## src/rtl/shift_sequencer.sv

```systemverilog
`default_nettype none
// ============================================================================
// Module   : shift_sequencer
// Brief    : Sequences one load / N-shift / capture transfer on a serial-
//            parallel shift register that samples its controls on negedge.
// Revision : 1.0 - initial release
// ============================================================================
module shift_sequencer #(
    parameter int WIDTH = 4,
    parameter int CW    = $clog2(WIDTH + 1)
) (
    input  logic             clock,
    input  logic             reset,
    input  logic             start,
    output logic             ready,
    input  logic             abort,
    input  logic             dir,
    input  logic [CW-1:0]    nbits,
    input  logic [WIDTH-1:0] txdata,
    input  logic             ser_in,
    output logic             busy,
    output logic             done,
    output logic [WIDTH-1:0] rxdata,
    output logic             sh_pload,
    output logic             sh_enable,
    output logic             sh_leftright,
    output logic             sh_serialin,
    output logic [WIDTH-1:0] sh_pdatain,
    input  logic [WIDTH-1:0] sh_pdataout
);

    localparam logic [CW-1:0] c_WIDTH_CW = CW'(WIDTH);
    localparam logic [CW-1:0] c_ONE      = CW'(1);

    typedef enum logic [1:0] {
        S_IDLE    = 2'd0,
        S_LOAD    = 2'd1,
        S_SHIFT   = 2'd2,
        S_CAPTURE = 2'd3
    } state_t;

    state_t             r_state;
    logic [CW-1:0]      r_cnt;
    logic [CW-1:0]      r_n;
    logic               r_busy;
    logic               r_done;
    logic               r_pload;
    logic               r_enable;
    logic               r_lr;
    logic [WIDTH-1:0]   r_pd;
    logic [WIDTH-1:0]   r_rx;

    logic [CW-1:0]      w_n_eff;
    logic               w_last;

    // Zero or out-of-range counts mean a full-width transfer.
    always_comb begin
        w_n_eff = nbits;
        if ((nbits == '0) || (nbits > c_WIDTH_CW)) begin
            w_n_eff = c_WIDTH_CW;
        end
    end

    assign w_last = (r_cnt == (r_n - c_ONE));

    always_ff @(posedge clock or negedge reset) begin
        if (!reset) begin
            r_state  <= S_IDLE;
            r_cnt    <= '0;
            r_n      <= '0;
            r_busy   <= 1'b0;
            r_done   <= 1'b0;
            r_pload  <= 1'b0;
            r_enable <= 1'b0;
            r_lr     <= 1'b0;
            r_pd     <= '0;
            r_rx     <= '0;
        end else begin
            r_done <= 1'b0;
            case (r_state)
                S_IDLE: begin
                    if (start) begin
                        r_state <= S_LOAD;
                        r_n     <= w_n_eff;
                        r_lr    <= dir;
                        r_pd    <= txdata;
                        r_pload <= 1'b1;
                        r_busy  <= 1'b1;
                    end
                end
                S_LOAD: begin
                    r_pload <= 1'b0;
                    if (abort) begin
                        r_state <= S_IDLE;
                        r_busy  <= 1'b0;
                    end else begin
                        r_state  <= S_SHIFT;
                        r_enable <= 1'b1;
                        r_cnt    <= '0;
                    end
                end
                S_SHIFT: begin
                    if (abort) begin
                        r_state  <= S_IDLE;
                        r_enable <= 1'b0;
                        r_busy   <= 1'b0;
                    end else if (w_last) begin
                        r_state  <= S_CAPTURE;
                        r_enable <= 1'b0;
                    end else begin
                        r_cnt <= r_cnt + c_ONE;
                    end
                end
                S_CAPTURE: begin
                    r_state <= S_IDLE;
                    r_busy  <= 1'b0;
                    // Aborting here still suppresses both the capture and done.
                    if (!abort) begin
                        r_rx   <= sh_pdataout;
                        r_done <= 1'b1;
                    end
                end
                default: begin
                    r_state  <= S_IDLE;
                    r_busy   <= 1'b0;
                    r_pload  <= 1'b0;
                    r_enable <= 1'b0;
                end
            endcase
        end
    end

    assign busy         = r_busy;
    assign ready        = ~r_busy;
    assign done         = r_done;
    assign rxdata       = r_rx;
    assign sh_pload     = r_pload;
    assign sh_enable    = r_enable;
    assign sh_leftright = r_lr;
    assign sh_pdatain   = r_pd;
    assign sh_serialin  = ser_in;

endmodule
`default_nettype wire

```

## config.mk

```make
export PLATFORM = sky130hd
export DESIGN_NAME = shift_sequencer
export DESIGN_NICKNAME = d
export VERILOG_FILES = /design/src/rtl/shift_sequencer.sv
export SDC_FILE = /design/constraint.sdc
export NUM_CORES = 1
export LEC_CHECK = 0
export BUFFER_PORTS_ARGS = -buffer_cell sky130_fd_sc_hd__buf_2
export CORE_ASPECT_RATIO = 0.5
export CORE_MARGIN = 5
export CORE_UTILIZATION = 30
export DETAILED_ROUTE_END_ITERATION = 10
export PLACE_DENSITY_LB_ADDON = 0.3
export SLEW_MARGIN = 20
export SYNTH_ARGS = -nofsm -noshare
export SYNTH_HDL_FRONTEND = slang
export SYNTH_SLANG_ARGS = --single-unit
export TNS_END_PERCENT = 20
```

## constraint.sdc

```tcl
create_clock -name clock -period 2.8 [get_ports clock]
set_clock_uncertainty 0.05 [all_clocks]
set_input_delay 0.7 -clock clock [delete_from_list [all_inputs] [get_ports clock]]
set_output_delay 0.7 -clock clock [all_outputs]
set_load 0.005 [all_outputs]
```

==> results by stage <==
Status:
- The flow ran to the end, and the final reports show no timing, DRC or antenna violations.

Floorplanning:
- In this run the vertical extent of the chip is 52.0 um.
- The core region is 3420 um^2.
- The floorplan die area is 4880 um^2.
- In this run the core area contains 15 standard-cell rows.
- The starting density of the core is between 30% and 40%.
- 32 I/O pins were placed.
- The overall die width is roughly 94 um.

Worst setup path:
- The cell with the largest stage delay on the worst path is sky130_fd_sc_hd__or3_1.
- The class of the most critical setup path is flop to flop.
- The critical path launch point type is a flop.
- The largest incremental delay on the critical path is 0.48 ns.
- Counting both buffers and inverters, the worst setup path holds a total of 1.
- The data required time at the worst endpoint is 2.90 ns.
- The worst register-to-register path begins at r_n[0]$_DFFE_PN0P_.
- The gate family responsible for the most delay along the worst path is simple AND/OR/NAND/NOR gates.
- The worst setup path is captured at a flop.
- The origin of the worst setup path is r_n[0]$_DFFE_PN0P_.
- The signal arrival time at the worst endpoint is 2.28 ns.
- Walking the worst path, the cells encountered are inv_1 -> ha_1 -> xor3_1 -> or3_1 -> and3_1 -> a211o_1.
- The maximum fanout along the worst path is 6.

Global routing:
- The wire length of the first global-routing pass is 3320 um.
- The maximum number of pins on one net before global-route repair is 22.
- The via count of the first global-routing pass is approximately 680.
- The initial antenna violation count is 0.
- After global routing the overflow that remains totals 0.
- Global routing consumed, over all layers together, 8.76% of the routing resources.

Cells and area:
- In the layout the commonest cells are 29 x sky130_fd_sc_hd__buf_2, 21 x sky130_fd_sc_hd__dfrtp_1, 10 x sky130_fd_sc_hd__nand2_1, 10 x sky130_fd_sc_hd__o21ai_0, 9 x sky130_fd_sc_hd__mux2_2.
- Leaving out fill and tap cells, the most frequent cell in the layout is sky130_fd_sc_hd__buf_2.
- The final layout net count is roughly 150.
- The area growth from synthesis to layout is 22.5%.
- The number of antenna cells inserted is 0.
- The share of post-route cells with drive strength above 1 is 34.1%.

Placed design:
- The wire-length estimate of the detail-placed layout is ~1500 um.
- The placement-stage worst setup slack is 0.630 ns.
- Input and output buffers added on the ports amount to 29.
- The final RePlAce weighted congestion is 0.728.

Synthesis:
- In this run the mean area of a mapped cell was 10.9 um^2.
- The synthesized netlist occupies a cell area of 1060 um^2.
- Synthesis inferred 21 register bits.
- The gate count after technology mapping is 97.
- The number of synthesis warnings is 0.
- The number of nets produced by synthesis is 122.
- The number of different library cells used by synthesis comes to 26.
- After synthesis, flip-flops and latches occupy around 50% of the total area.

Clock tree:
- The worst-case clock buffer depth is 2.
- After clock tree synthesis, the repair step resized 0 gates.
- TritonCTS built the clock tree.
- The clock reaches the later pin of the worst-skew pair after 0.26 ns.
- The number of hold buffers added after cts is 0.
- The post-CTS repair timing setup buffer count is 0.
- The number of clock buffers inserted by TritonCTS is 3.
- The clock-pin slew reported for the worst setup and hold paths after clock tree synthesis is approximately 0.08 ns.
- The number of H-tree levels is 1.
- The buffer cell driving the clock tree root is sky130_fd_sc_hd__clkbuf_8.
- Clock tree synthesis found a total of 21 sinks.

STA:
- The post-layout minimum cycle time is approximately 2.2 ns.
- Dividing the final minimum period by the clock period gives 78.1%.
- In this run the tightest slew margin relative to its limit is 67.9%.
- The count of endpoints failing setup in the final report is 0.
- The final sum of negative setup slack is 0 ns.
- At the pin with the least slew margin, the transition time is 0.481 ns.
- The final-report hold violation count was 0.
- The worst path meets setup with between 0.6 and 0.7 ns of slack.
- The number of slew-limit violations in the final report came to 0.
- Setup repair after global routing left no endpoint under its margin.
- The highest attainable clock frequency is 457 MHz.

Drt:
- Once detail routing completed, the nets flagged for antenna violations numbered 0.
- For this run, design rule violations remaining after detail routing come to 0.
- The number of DRC violations after detailed-routing iteration 0 is 44.
- Wires add up to 1990 um.
- The vias after detailed routing is 755.
- The final routed wire length divided by cell count is 11.2 um.
- After detailed routing, the number of vias per cell comes to about 4.3.
- The first detailed-routing pass took 4 iterations.

Power and ir drop:
- For this design the total switching power over the nets is around 0.44 mW.
- The total power draw is 1.26 mW.
- The leakage component of the power is 0.643 nW.
- The cell internal power dissipation is 0.819 mW.
- The share of total power dissipated in combinational logic is 43.9%.
- The share of total power dissipated in sequential elements is about 40%.
- The total power density per cell area is 976 nW/um^2.
- In this run switching power makes up 35.2% of total power.
- VDD sags by at most ~0.00029 V.
- Per report_power, the clock group accounts for between 10% and 20% of the total.

Min path:
- In this run the worst hold path is classified as primary input to async pin.

Run:
- The tool flagged a number of max-cap violations equal to 0.
worst reg2reg max path: cells and delay by family, from the launching register on:
family / cells / cell delay, ns
AOI/OAI and AO/OA: 1 / 0.26
and+or+nand+nor: 2 / 0.68
buffers and inverters: 1 / 0.08
DFF: 1 / 0.41
xor gates and xnor gates: 1 / 0.45
adders and majority gates: 1 / 0.15
state kept, by name, indices dropped and copies added (netlist names):
signal,count
rxdata,4
sh_pdatain,4
r_cnt,3
r_n,3
r_state,2
busy,1
done,1
sh_enable,1
sh_leftright,1
sh_pload,1
final cells by class:
| type | count | area, um^2 |
|---|---|---|
| clock buffers | 3 | 41.3 |
| flip-flops and latches | 21 | 526 |
| well taps | 51 | 63.8 |
| inverters | 7 | 26.3 |
| clock inverters | 1 | 7.51 |
| repair buffers | 29 | 145 |
| fillers | 358 | 2120 |
| multi-input cells | 65 | 484 |
power groups by stage:
stage	Sequential, mW	Combinational (mW)	Clock, mW
after detailed placement	0.513	0.561	0
final	0.507	0.554	0.201
after floorplan	0.514	0.383	0
after global routing	0.522	0.627	0.225
after CTS	0.508	0.565	0.212
after global placement	0.510	0.560	0
metrics by stage:
| stage | std cells | area (um^2) | hold slack, ns | util (%) |
|---|---|---|---|---|
| 2_1_floorplan | 97 | 1060 | 0.354 | - |
| 3_3_place_gp | 173 | 1240 | 0.418 | 36.4 |
| 3_5_place_dp | 173 | 1240 | 0.420 | 36.4 |
| 4_1_cts | 177 | 1290 | 0.360 | 37.9 |
| 5_1_grt | 177 | 1290 | 0.370 | 37.9 |
| 6_report | 177 | 1290 | 0.339 | 37.9 |
kinds of logic after synthesis:
logic type,count (synthesis),synth area share [%]
simple gates,24,11.3
compound gates,21,11.6
flops,21,49.8
xor+xnor,3,3.91
buf+inv,11,4.38
fa+ha+maj,8,9.48
mux,9,9.60
path summary, 6_finish.rpt:
kind | endpoint | slack (ns) | cells after the start
worst min-delay path | sh_pdatain[0]$_DFFE_PN0P_ | 0.34 | 1
max in group asynchronous | r_cnt[0]$_DFFE_PN0P_ | 2.03 | 1
min in group clock | r_n[1]$_DFFE_PN0P_ | 0.43 | 2
worst max-delay path | r_cnt[2]$_DFFE_PN0P_ | 0.61 | 6
worst max register to register | r_cnt[2]$_DFFE_PN0P_ | 0.61 | 6
worst min register to register | r_n[1]$_DFFE_PN0P_ | 0.43 | 2
Yosys cell counts:
cell / n / share of area [%]
sky130_fd_sc_hd__nor2b_1: 3 / 1.8
sky130_fd_sc_hd__xnor2_1: 2 / 1.7
sky130_fd_sc_hd__o21ai_0: 10 / 4.7
sky130_fd_sc_hd__nor4b_1: 1 / 0.83
sky130_fd_sc_hd__a22oi_1: 1 / 0.71
sky130_fd_sc_hd__o22ai_1: 2 / 1.2
sky130_fd_sc_hd__a21oi_1: 4 / 1.9
sky130_fd_sc_hd__nand2_1: 10 / 3.6
sky130_fd_sc_hd__nand2b_1: 3 / 1.8
sky130_fd_sc_hd__clkbuf_1: 2 / 0.71
sky130_fd_sc_hd__a21o_1: 1 / 0.71
sky130_fd_sc_hd__and3_1: 1 / 0.59
sky130_fd_sc_hd__a22o_1: 1 / 0.83
sky130_fd_sc_hd__xor3_1: 1 / 2.3
sky130_fd_sc_hd__o31ai_1: 1 / 0.71
sky130_fd_sc_hd__or3_1: 1 / 0.59
sky130_fd_sc_hd__buf_4: 1 / 0.71
sky130_fd_sc_hd__nor2_1: 3 / 1.1
sky130_fd_sc_hd__nand3_1: 1 / 0.47
sky130_fd_sc_hd__mux2_2: 9 / 9.6
sky130_fd_sc_hd__dfrtp_1: 21 / 50
sky130_fd_sc_hd__ha_1: 8 / 9.5
sky130_fd_sc_hd__buf_2: 1 / 0.47
sky130_fd_sc_hd__a211o_1: 1 / 0.83
sky130_fd_sc_hd__or2_2: 1 / 0.59
sky130_fd_sc_hd__inv_1: 7 / 2.5
metal layers:
layer	vias to the layer above	global-route usage [%]	share of wire (%)
met5	-	0	0
met4	0	2.88	0
met3	0	3.18	4.6
met2	20	13.3	46
met1	348	11.6	49
li1	387	-	-
Power figures use the tool's default switching activity.
